==> config.mk <==
export PLATFORM = sky130hd
export DESIGN_NAME = seg7_scan_ctrl
export DESIGN_NICKNAME = d
export VERILOG_FILES = /design/src/rtl/seg7_pkg.sv /design/src/rtl/hex_to_seg7.sv /design/src/rtl/seg7_scan_ctrl.sv
export SDC_FILE = /design/constraint.sdc
export NUM_CORES = 1
export LEC_CHECK = 0
export BUFFER_PORTS_ARGS = -buffer_cell sky130_fd_sc_hd__buf_4
export CAP_MARGIN = 20
export CORE_MARGIN = 2
export CORE_UTILIZATION = 55
export DETAILED_ROUTE_END_ITERATION = 7
export PLACE_DENSITY = 0.85
export SLEW_MARGIN = 10
export SYNTH_ARGS = -nofsm -noshare
export SYNTH_HDL_FRONTEND = slang
export SYNTH_HIERARCHICAL = 1
export SYNTH_SLANG_ARGS = --single-unit
==> constraint.sdc <==
create_clock -name clk -period 10 [get_ports clk]
set_input_delay 0.5 -clock clk [delete_from_list [all_inputs] [get_ports clk]]
set_output_delay 0.5 -clock clk [all_outputs]
set_load 0.03 [all_outputs]
==> src/rtl/seg7_pkg.sv <==
// rtl/seg7_pkg.sv - shared constants and hex->seven-segment table for the scan driver
package seg7_pkg;

    localparam logic [6:0] SEG_OFF = 7'h7F;

    // Cathode bit positions within seg, packed as {g,f,e,d,c,b,a}
    localparam int SEG_A = 0;
    localparam int SEG_B = 1;
    localparam int SEG_C = 2;
    localparam int SEG_D = 3;
    localparam int SEG_E = 4;
    localparam int SEG_F = 5;
    localparam int SEG_G = 6;

    // Active-low patterns, indexed by nibble value
    localparam logic [6:0] SEG7_TABLE [16] = '{
        7'h40, 7'h79, 7'h24, 7'h30, 7'h19, 7'h12, 7'h02, 7'h78,
        7'h00, 7'h10, 7'h08, 7'h03, 7'h46, 7'h21, 7'h06, 7'h0E
    };

endpackage

==> src/rtl/hex_to_seg7.sv <==
// rtl/hex_to_seg7.sv - combinational nibble to active-low segment pattern lookup
module hex_to_seg7
    import seg7_pkg::*;
(
    input  logic [3:0] nibble,
    output logic [6:0] seg
);

    assign seg = SEG7_TABLE[nibble];

endmodule

==> src/rtl/seg7_scan_ctrl.sv <==
// rtl/seg7_scan_ctrl.sv - 4-digit seven-segment scan driver with frame-synchronous updates
// Optional anti-ghosting dark gap at slot start: define SEG7_SCAN_BLANK_GAP_EN.
module seg7_scan_ctrl
    import seg7_pkg::*;
#(
    parameter int CLK_HZ     = 100_000_000,
    parameter int REFRESH_HZ = 1000,
    parameter int NUM_DIGITS = 4,
    parameter int GAP_CYCLES = 64
) (
    input  logic                    clk,
    input  logic                    reset,
    input  logic                    load,
    input  logic [4*NUM_DIGITS-1:0] hex_in,
    input  logic [NUM_DIGITS-1:0]   dp_in,
    input  logic [NUM_DIGITS-1:0]   blank_in,
    output logic [2:0]              sel,
    output logic [6:0]              seg,
    output logic                    dp,
    output logic                    frame_done
);

    localparam int DIV = CLK_HZ / REFRESH_HZ;
    localparam int CW  = (DIV > 2) ? $clog2(DIV) : 1;

    generate
        if (DIV < 2 || NUM_DIGITS < 1 || NUM_DIGITS > 8 || GAP_CYCLES < 0) begin : g_bad_params
            $error("seg7_scan_ctrl: illegal parameter combination");
        end
    endgenerate

    logic [CW-1:0]           cnt;
    logic [4*NUM_DIGITS-1:0] act_hex, pend_hex;
    logic [NUM_DIGITS-1:0]   act_dp, pend_dp;
    logic [NUM_DIGITS-1:0]   act_blank, pend_blank;
    logic                    pend_valid;

    logic                    tick, wrap, commit, in_gap;
    logic [CW-1:0]           cnt_next;
    logic [2:0]              sel_next;
    logic [4*NUM_DIGITS-1:0] hex_next;
    logic [NUM_DIGITS-1:0]   dp_next, blank_next;
    logic [31:0]             hex_x;
    logic [7:0]              dp_x, blank_x;
    logic [6:0]              lut_seg;

    assign tick     = (cnt == CW'(DIV - 1));
    assign wrap     = tick && (sel == 3'(NUM_DIGITS - 1));
    assign commit   = wrap && pend_valid;
    assign cnt_next = tick ? '0 : cnt + CW'(1);
    assign sel_next = wrap ? 3'd0 : (tick ? sel + 3'd1 : sel);

    // Output registers are fed from next-state values so sel, seg and dp move together
    assign hex_next   = commit ? pend_hex   : act_hex;
    assign dp_next    = commit ? pend_dp    : act_dp;
    assign blank_next = commit ? pend_blank : act_blank;

    assign hex_x   = 32'(hex_next);
    assign dp_x    = 8'(dp_next);
    assign blank_x = 8'(blank_next);

`ifdef SEG7_SCAN_BLANK_GAP_EN
    assign in_gap = (int'(cnt_next) < GAP_CYCLES);
`else
    assign in_gap = 1'b0;
`endif

    hex_to_seg7 u_hex_to_seg7 (
        .nibble (hex_x[{sel_next, 2'b00} +: 4]),
        .seg    (lut_seg)
    );

    always_ff @(posedge clk or posedge reset) begin
        if (reset) begin
            cnt        <= '0;
            sel        <= 3'd0;
            seg        <= SEG_OFF;
            dp         <= 1'b1;
            frame_done <= 1'b0;
            act_hex    <= '0;
            act_dp     <= '0;
            act_blank  <= '1;
            pend_hex   <= '0;
            pend_dp    <= '0;
            pend_blank <= '1;
            pend_valid <= 1'b0;
        end else begin
            cnt        <= cnt_next;
            sel        <= sel_next;
            frame_done <= wrap;

            if (commit) begin
                act_hex   <= pend_hex;
                act_dp    <= pend_dp;
                act_blank <= pend_blank;
            end

            // A load coinciding with a commit keeps pend_valid set for the next frame
            if (load) begin
                pend_hex   <= hex_in;
                pend_dp    <= dp_in;
                pend_blank <= blank_in;
            end
            pend_valid <= load | (pend_valid & ~commit);

            seg <= (in_gap || blank_x[sel_next]) ? SEG_OFF : lut_seg;
            dp  <= in_gap | ~dp_x[sel_next] | blank_x[sel_next];
        end
    end

endmodule

After elaboration in Yosys (flattened, before gate mapping)
Memories as Yosys holds them, arrays and structs flattened.
Index checks and enable logic that the tools add are counted.
Widths: inputs -> output; s select.
{"block": "word_totals", "ff_bits": 78, "latchBits": 0, "ramBits": 0, "rom_bits": 112, "input_bits": 27, "out_inout_bits": 12, "elab_cells": 41, "mem_count": 1}
{"block": "classes", "add_sub_neg": 2, "mul": 0, "div": 0, "magnitude_cmp": 2, "n_eq_ne": 2, "n_shift": 1, "mux": 13, "bitwise": 6, "n_reduce_logical": 2}
{"name": "(name not given)", "words": 16, "width": 7, "read_ports": 1, "rd_clocked_by_memory_dff": 0, "write_ports": 0, "line_no": "hex_to_seg7.sv:9", "source": "assign seg = SEG7_TABLE[nibble];"}
{"operator": "$shiftx 32x6->4", "n": 1}
{"operator": "$mux 7", "n": 3}
{"operator": "$add 17x1->17 const B", "n": 1}
{"operator": "$eq 17x17->1 const B", "n": 1}
{"operator": "$mux 17", "n": 1}
{"operator": "$mux 16", "n": 1}
{"operator": "$mux 4", "n": 2}
{"operator": "$bmux 1 s3", "n": 2}
{"operator": "$mux 3", "n": 2}
{"operator": "$ge 5x5->1 const B", "n": 1}
{"operator": "$not 4->5", "n": 1}
{"operator": "$lt 3x4->1 const B", "n": 1}
{"operator": "$add 3x1->3 const B", "n": 1}
{"operator": "$eq 3x2->1 const B", "n": 1}
{"operator": "$logic_and 1x1->1", "n": 2}
{"operator": "$mux 1", "n": 2}
{"operator": "$not 1->1", "n": 2}
{"operator": "$or 1x1->1", "n": 2}
{"operator": "$and 1x1->1", "n": 1}

Depth between registers and ports, before layout
{"block": "depth", "depth_word": 10, "depth_mapped": 15, "mapped_depth_nobuf": 14}

Hierarchy
Netlist, hierarchy kept.
{"mod": "seg7_scan_ctrl", "instances": 1, "cells_each": 276, "area_each_um2": 3528.4, "seq_area_each_um2": 1971.9}
{"mod": "hex_to_seg7", "instances": 1, "cells_each": 32, "area_each_um2": 275.3, "seq_area_each_um2": 0.0}

Least setup slack after synthesis
No wires, ideal clock.
{"block": "synth_timing", "path_kind": "reg-to-reg", "from": "register sel[1]", "to": "register seg[3]", "setup_ns": 0.082, "arrival_ns": 3.556, "required_ns": 9.918, "setup_slack_ns": 6.363, "path_stages_with_launch": 15, "path_buffers": 1, "period_less_slack_ns": 3.637, "path_cell_list": "dfrtp_1 ha_1 ha_1 buf_1 nor2_1 mux2i_1 clkinv_1 nor2_1 o21ai_0 o22ai_1 inv_1 ha_1 inv_1 mux4_1 nand2b_1"}
{"block": "synth_via", "elab_cells_between_ends": 16, "cone_classes": "1 x add/sub; 1 x eq/ne; 1 x shift; 9 x mux; 1 x bitwise; 2 x reduce/logical; 1 x memory"}
{"item": "from (decl)", "line_no": "seg7_scan_ctrl.sv:17", "source": "output logic [2:0] sel,"}
{"item": "from (signal assigned)", "line_no": "seg7_scan_ctrl.sv:89", "source": "sel <= sel_next;"}
{"item": "$eq 3x2->1", "line_no": "seg7_scan_ctrl.sv:48", "source": "assign wrap = tick && (sel == 3'(NUM_DIGITS - 1));"}
{"item": "$logic_and 1x1->1", "line_no": "seg7_scan_ctrl.sv:48"}
{"item": "$mux 3", "line_no": "seg7_scan_ctrl.sv:51", "source": "assign sel_next = wrap ? 3'd0 : (tick ? sel + 3'd1 : sel);"}
{"item": "named net sel_next[0]", "line_no": "seg7_scan_ctrl.sv:40", "source": "logic [2:0] sel_next;"}
{"item": "$shiftx 32x6->4", "line_no": "seg7_scan_ctrl.sv:69", "source": ".nibble (hex_x[{sel_next, 2'b00} +: 4]),"}
{"item": "$not 4->5 (not written as such)", "line_no": "hex_to_seg7.sv:9"}
{"item": "$mem_v2 16x7"}
{"item": "$mux 7 (not written as such) (2 in a row)", "line_no": "hex_to_seg7.sv:9"}
{"item": "named net lut_seg[3]", "line_no": "seg7_scan_ctrl.sv:45", "source": "logic [6:0] lut_seg;"}
{"item": "$mux 7", "line_no": "seg7_scan_ctrl.sv:106", "source": "seg <= (in_gap || blank_x[sel_next]) ? SEG_OFF : lut_seg;"}
{"item": "to (signal assigned)", "line_no": "seg7_scan_ctrl.sv:106"}
{"item": "to (decl)", "line_no": "seg7_scan_ctrl.sv:18", "source": "output logic [6:0] seg,"}
The timed path passes the listed nets, and every way through them passes these cells. The select of a mux whose other input is x is not followed.
A chain may end at the register's enable or synchronous reset.

Final worst setup path
{"block": "layout_timing", "from": "register cnt[12]", "to": "register seg[3]"}
{"block": "layout_via", "elab_cells_between_ends": 15, "cone_classes": "1 x eq/ne; 1 x shift; 9 x mux; 1 x bitwise; 2 x reduce/logical; 1 x memory"}
{"item": "from (decl)", "line_no": "seg7_scan_ctrl.sv:32", "source": "logic [CW-1:0] cnt;"}
{"item": "from (signal assigned)", "line_no": "seg7_scan_ctrl.sv:88", "source": "cnt <= cnt_next;"}
{"item": "$eq 17x17->1 (*)", "line_no": "seg7_scan_ctrl.sv:47", "source": "assign tick = (cnt == CW'(DIV - 1));"}
{"item": "$mux 3 / $logic_and 1x1->1 (equally long branches)", "line_no": "seg7_scan_ctrl.sv:51, seg7_scan_ctrl.sv:48"}
{"item": "$mux 3 (*)", "line_no": "seg7_scan_ctrl.sv:51"}
{"item": "named net sel_next[0]", "line_no": "seg7_scan_ctrl.sv:40"}
{"item": "$shiftx 32x6->4 (*)", "line_no": "seg7_scan_ctrl.sv:69"}
{"item": "$not 4->5 (not written as such) (*)", "line_no": "hex_to_seg7.sv:9"}
{"item": "$mem_v2 16x7 (*)"}
{"item": "$mux 7 (not written as such) (*) (2 in a row)", "line_no": "hex_to_seg7.sv:9"}
{"item": "named net lut_seg[3]", "line_no": "seg7_scan_ctrl.sv:45"}
{"item": "$mux 7 (*)", "line_no": "seg7_scan_ctrl.sv:106"}
The timed path passes the listed nets; every way through them passes the cells marked *. The select of a mux whose other input is x is not followed.

==> out/qor.csv <==
stage,metric,value,unit
run_status,status,finished clean,
route,ant_nets,0,
placed_design,io_buffers,38,
route,first_pass_iters,4,
worst_setup_path,critPathCaptureType,flip-flop,
clocking,clkTransAtPathRegs,80,ps
worst_setup_path,cp_slowest_cell,or4b_4,
sta,fin_crit,4200,ps
synth,synthCells,308,
synth,synthArstFlopShare,100,%
clocking,hold_buffers,0,
layout,diodes,0,
floorplan,die_w,87.2,µm
global_route,antenna_found_initial,0,
synth,synth-edff-count,0,
layout,area_delta_synth_final,14.9,%
sta,max_clock_freq,238,MHz
sta,worstMarginPinSlew,951,ps
route,first_iter_violations,136,
synth,yosysMostFrequentCell,dfrtp_1,
floorplan,die_h,87.2,µm
clocking,root_buffer,clkbuf_8,
synth,synthTopCellsByArea,"dfrtp_1, mux2_2, dfstp_2",
global_route,overflow,0,
synth,synthFlopType,dfrtp_1,
worst_setup_path,cp_max_fo,22,
sta,maxSlewHeadroom,36.6,%
job,drv_cap,0,
floorplan,ios,39,
sta,hold_viol,0,
floorplan,initial_core_util,56.3,%
clocking,clock_latency,360,ps
route,wl,7.01,mm
floorplan,placement_rows,30,
global_route,grt_max_degree,79,
worst_setup_path,worstPathRequired,10280,ps
floorplan,die_area,7600,µm²
power,power.density,144,nW/µm²
power,max-vdd-ir-drop,0.000161,V
worst_setup_path,critPathTopFamily,simple AND/OR/NAND/NOR gates,
sta,maxSlewViolCount,0,
sta,rsz0062_at_grt,false,
placed_design,dp_hpwl,4.70,mm
synth,ys_top_cells_by_count,"dfrtp_1, mux2_2, nor2_1",
synth,ys_seq_area_share,51.8,%
layout,nets,384,
worst_setup_path,cp_num_buf_inv,4,
clocking,cts_tree,built,
synth,yosysWarnings,6,
worst_setup_path,worstPathArrival,4480,ps
route,drc,0,
synth,synth_nets,345,
worst_setup_path,startpoint_type,flip-flop,
worst_setup_path,cp_common_cell,inv_1,
floorplan,coreArea,6760,µm²
sta,finClkSkew,7.06,ps
clocking,cts_made_buffers,9,
clocking,htreeDepth,3,
clocking,cts_buffer_depth,2,
clocking,clkSinkCount,78,
synth,syn-cell-area,3800,µm²
route,vias,2464,
worst_setup_path,path_cells,"or4b_4, nor4_4, buf_4, mux2i_1, clkinv_1, nor2_1, o21ai_0, o22ai_1, inv_1, ha_1, inv_1, mux4_1, nand2b_1",
sta,fin_crit_sh,42.0,%
worst_setup_path,ff2ff_setup_slack,5800,ps
synth,synth.largest_area_cell,dfrtp_1,
clocking,post_cts.repair.setup_buffers,0,
synth,avgSynthCellArea,12.3,µm²
power,p_leak,2.02,nW
route,avgRoutedWirePerCell,16.2,µm
worst_setup_path,criticalPathCategory,flip-flop to flip-flop,
worst_setup_path,cpPeakStageDelay,570,ps
global_route,grt_pass1_vias,2392,
layout,drive_above_1_share,38.9,%
synth,ys_seq_elements,78,
sta,finalSetupViolCount,0,
route,vias_per_cell,5.70,
min_path,hp-class,input port to flip-flop,
synth,yosysTopAreaCellShare,40.8,%
clocking,post_cts_resized,0,
sta,worst_hold_slack,367,ps
global_route,grt_pass1_wl,11.3,mm
layout,fin_util,64.7,%
sta,tns,0,ps
placed_design,place.gp.congestion,0.822,
global_route,grtUsageTotal,19.7,%
synth,synth.distinct_cells,52,
area by class of cell:
| class | count | area (µm²) |
|---|---|---|
| clock buffer | 10 | 138 |
| clock inverter | 6 | 92.6 |
| fill | 506 | 2390 |
| inverter | 12 | 45.0 |
| multi-input combinational | 206 | 1720 |
| sequential | 78 | 1970 |
| tap | 80 | 100 |
| timing repair buffer | 40 | 300 |
per-layer routing:
layer	track usage, %	up-vias	share of wire (%)
li1	-	1178	-
met1	24.8	1195	43
met2	31.8	72	50
met3	4.08	19	4.0
met4	10.6	0	3.0
met5	0	-	0
stage by stage:
step	instances	worst slack (ps)	power, mW	cell area [µm²]
6_report	432	5800	0.628	4370
5_1_grt	432	5470	0.651	4370
4_1_cts	432	5790	0.635	4370
3_5_place_dp	416	5810	0.367	4140
3_3_place_gp	416	6040	0.365	4140
2_1_floorplan	308	6360	0.353	3800
layout by cell type, fill, tap and decap left out, types with 9 or more instances in the layout:
master    count
dfrtp_1      62
mux2_2       53
buf_4        40
nor2_1       21
dfstp_2      16
mux2i_1      14
nand2_1      14
o21ai_0      14
ha_1         10
clkbuf_8     10
inv_1         9
where the power goes:
| group | internal, mW | switching (mW) | leakage, nW | total (mW) |
|---|---|---|---|---|
| logic | 0.0159 | 0.0116 | 0.940 | 0.0275 |
| registers | 0.326 | 0.00627 | 0.967 | 0.333 |
| clock network | 0.149 | 0.119 | 0.110 | 0.268 |
path summary, 6_finish.rpt:
| path | start | endpoint | cells past startpoint |
|---|---|---|---|
| max in group asynchronous | reset | sel[2]$_DFF_PP0_ | 3 |
| worst max register to register | cnt[12]$_DFF_PP0_ | seg[3]$_DFF_PP1_ | 13 |
| min in group asynchronous | reset | cnt[4]$_DFF_PP0_ | 3 |
| worst max-delay path | cnt[12]$_DFF_PP0_ | seg[3]$_DFF_PP1_ | 13 |
| worst min-delay path | hex_in[1] | pend_hex[1]$_DFFE_PP0P_ | 2 |
| worst min register to register | act_dp[2]$_DFF_PP0_ | dp$_DFF_PP1_ | 1 |
flip-flops by register name, indices dropped and copies added, names as in the netlist:
signal / cells
seg: 7
act_hex: 16
dp: 1
pend_valid: 1
frame_done: 1
act_blank: 4
cnt: 17
pend_dp: 4
act_dp: 4
pend_blank: 4
sel: 3
pend_hex: 16
kinds of logic (layout without fill, tap and decap cells):
group | after synthesis | in the layout | share of synthesized area [%]
adder cells (fa/ha/maj) | 10 | 10 | 3.29
AND/OR/NAND/NOR | 75 | 75 | 11.6
multiplexers | 71 | 71 | 21.2
XOR/XNOR | 13 | 13 | 2.99
flip-flops | 78 | 78 | 51.8
AO/OA/AOI/OAI | 37 | 37 | 6.18
buffers and inverters | 24 | 68 | 2.86
Note: power is estimated with default switching activity, not from simulation.
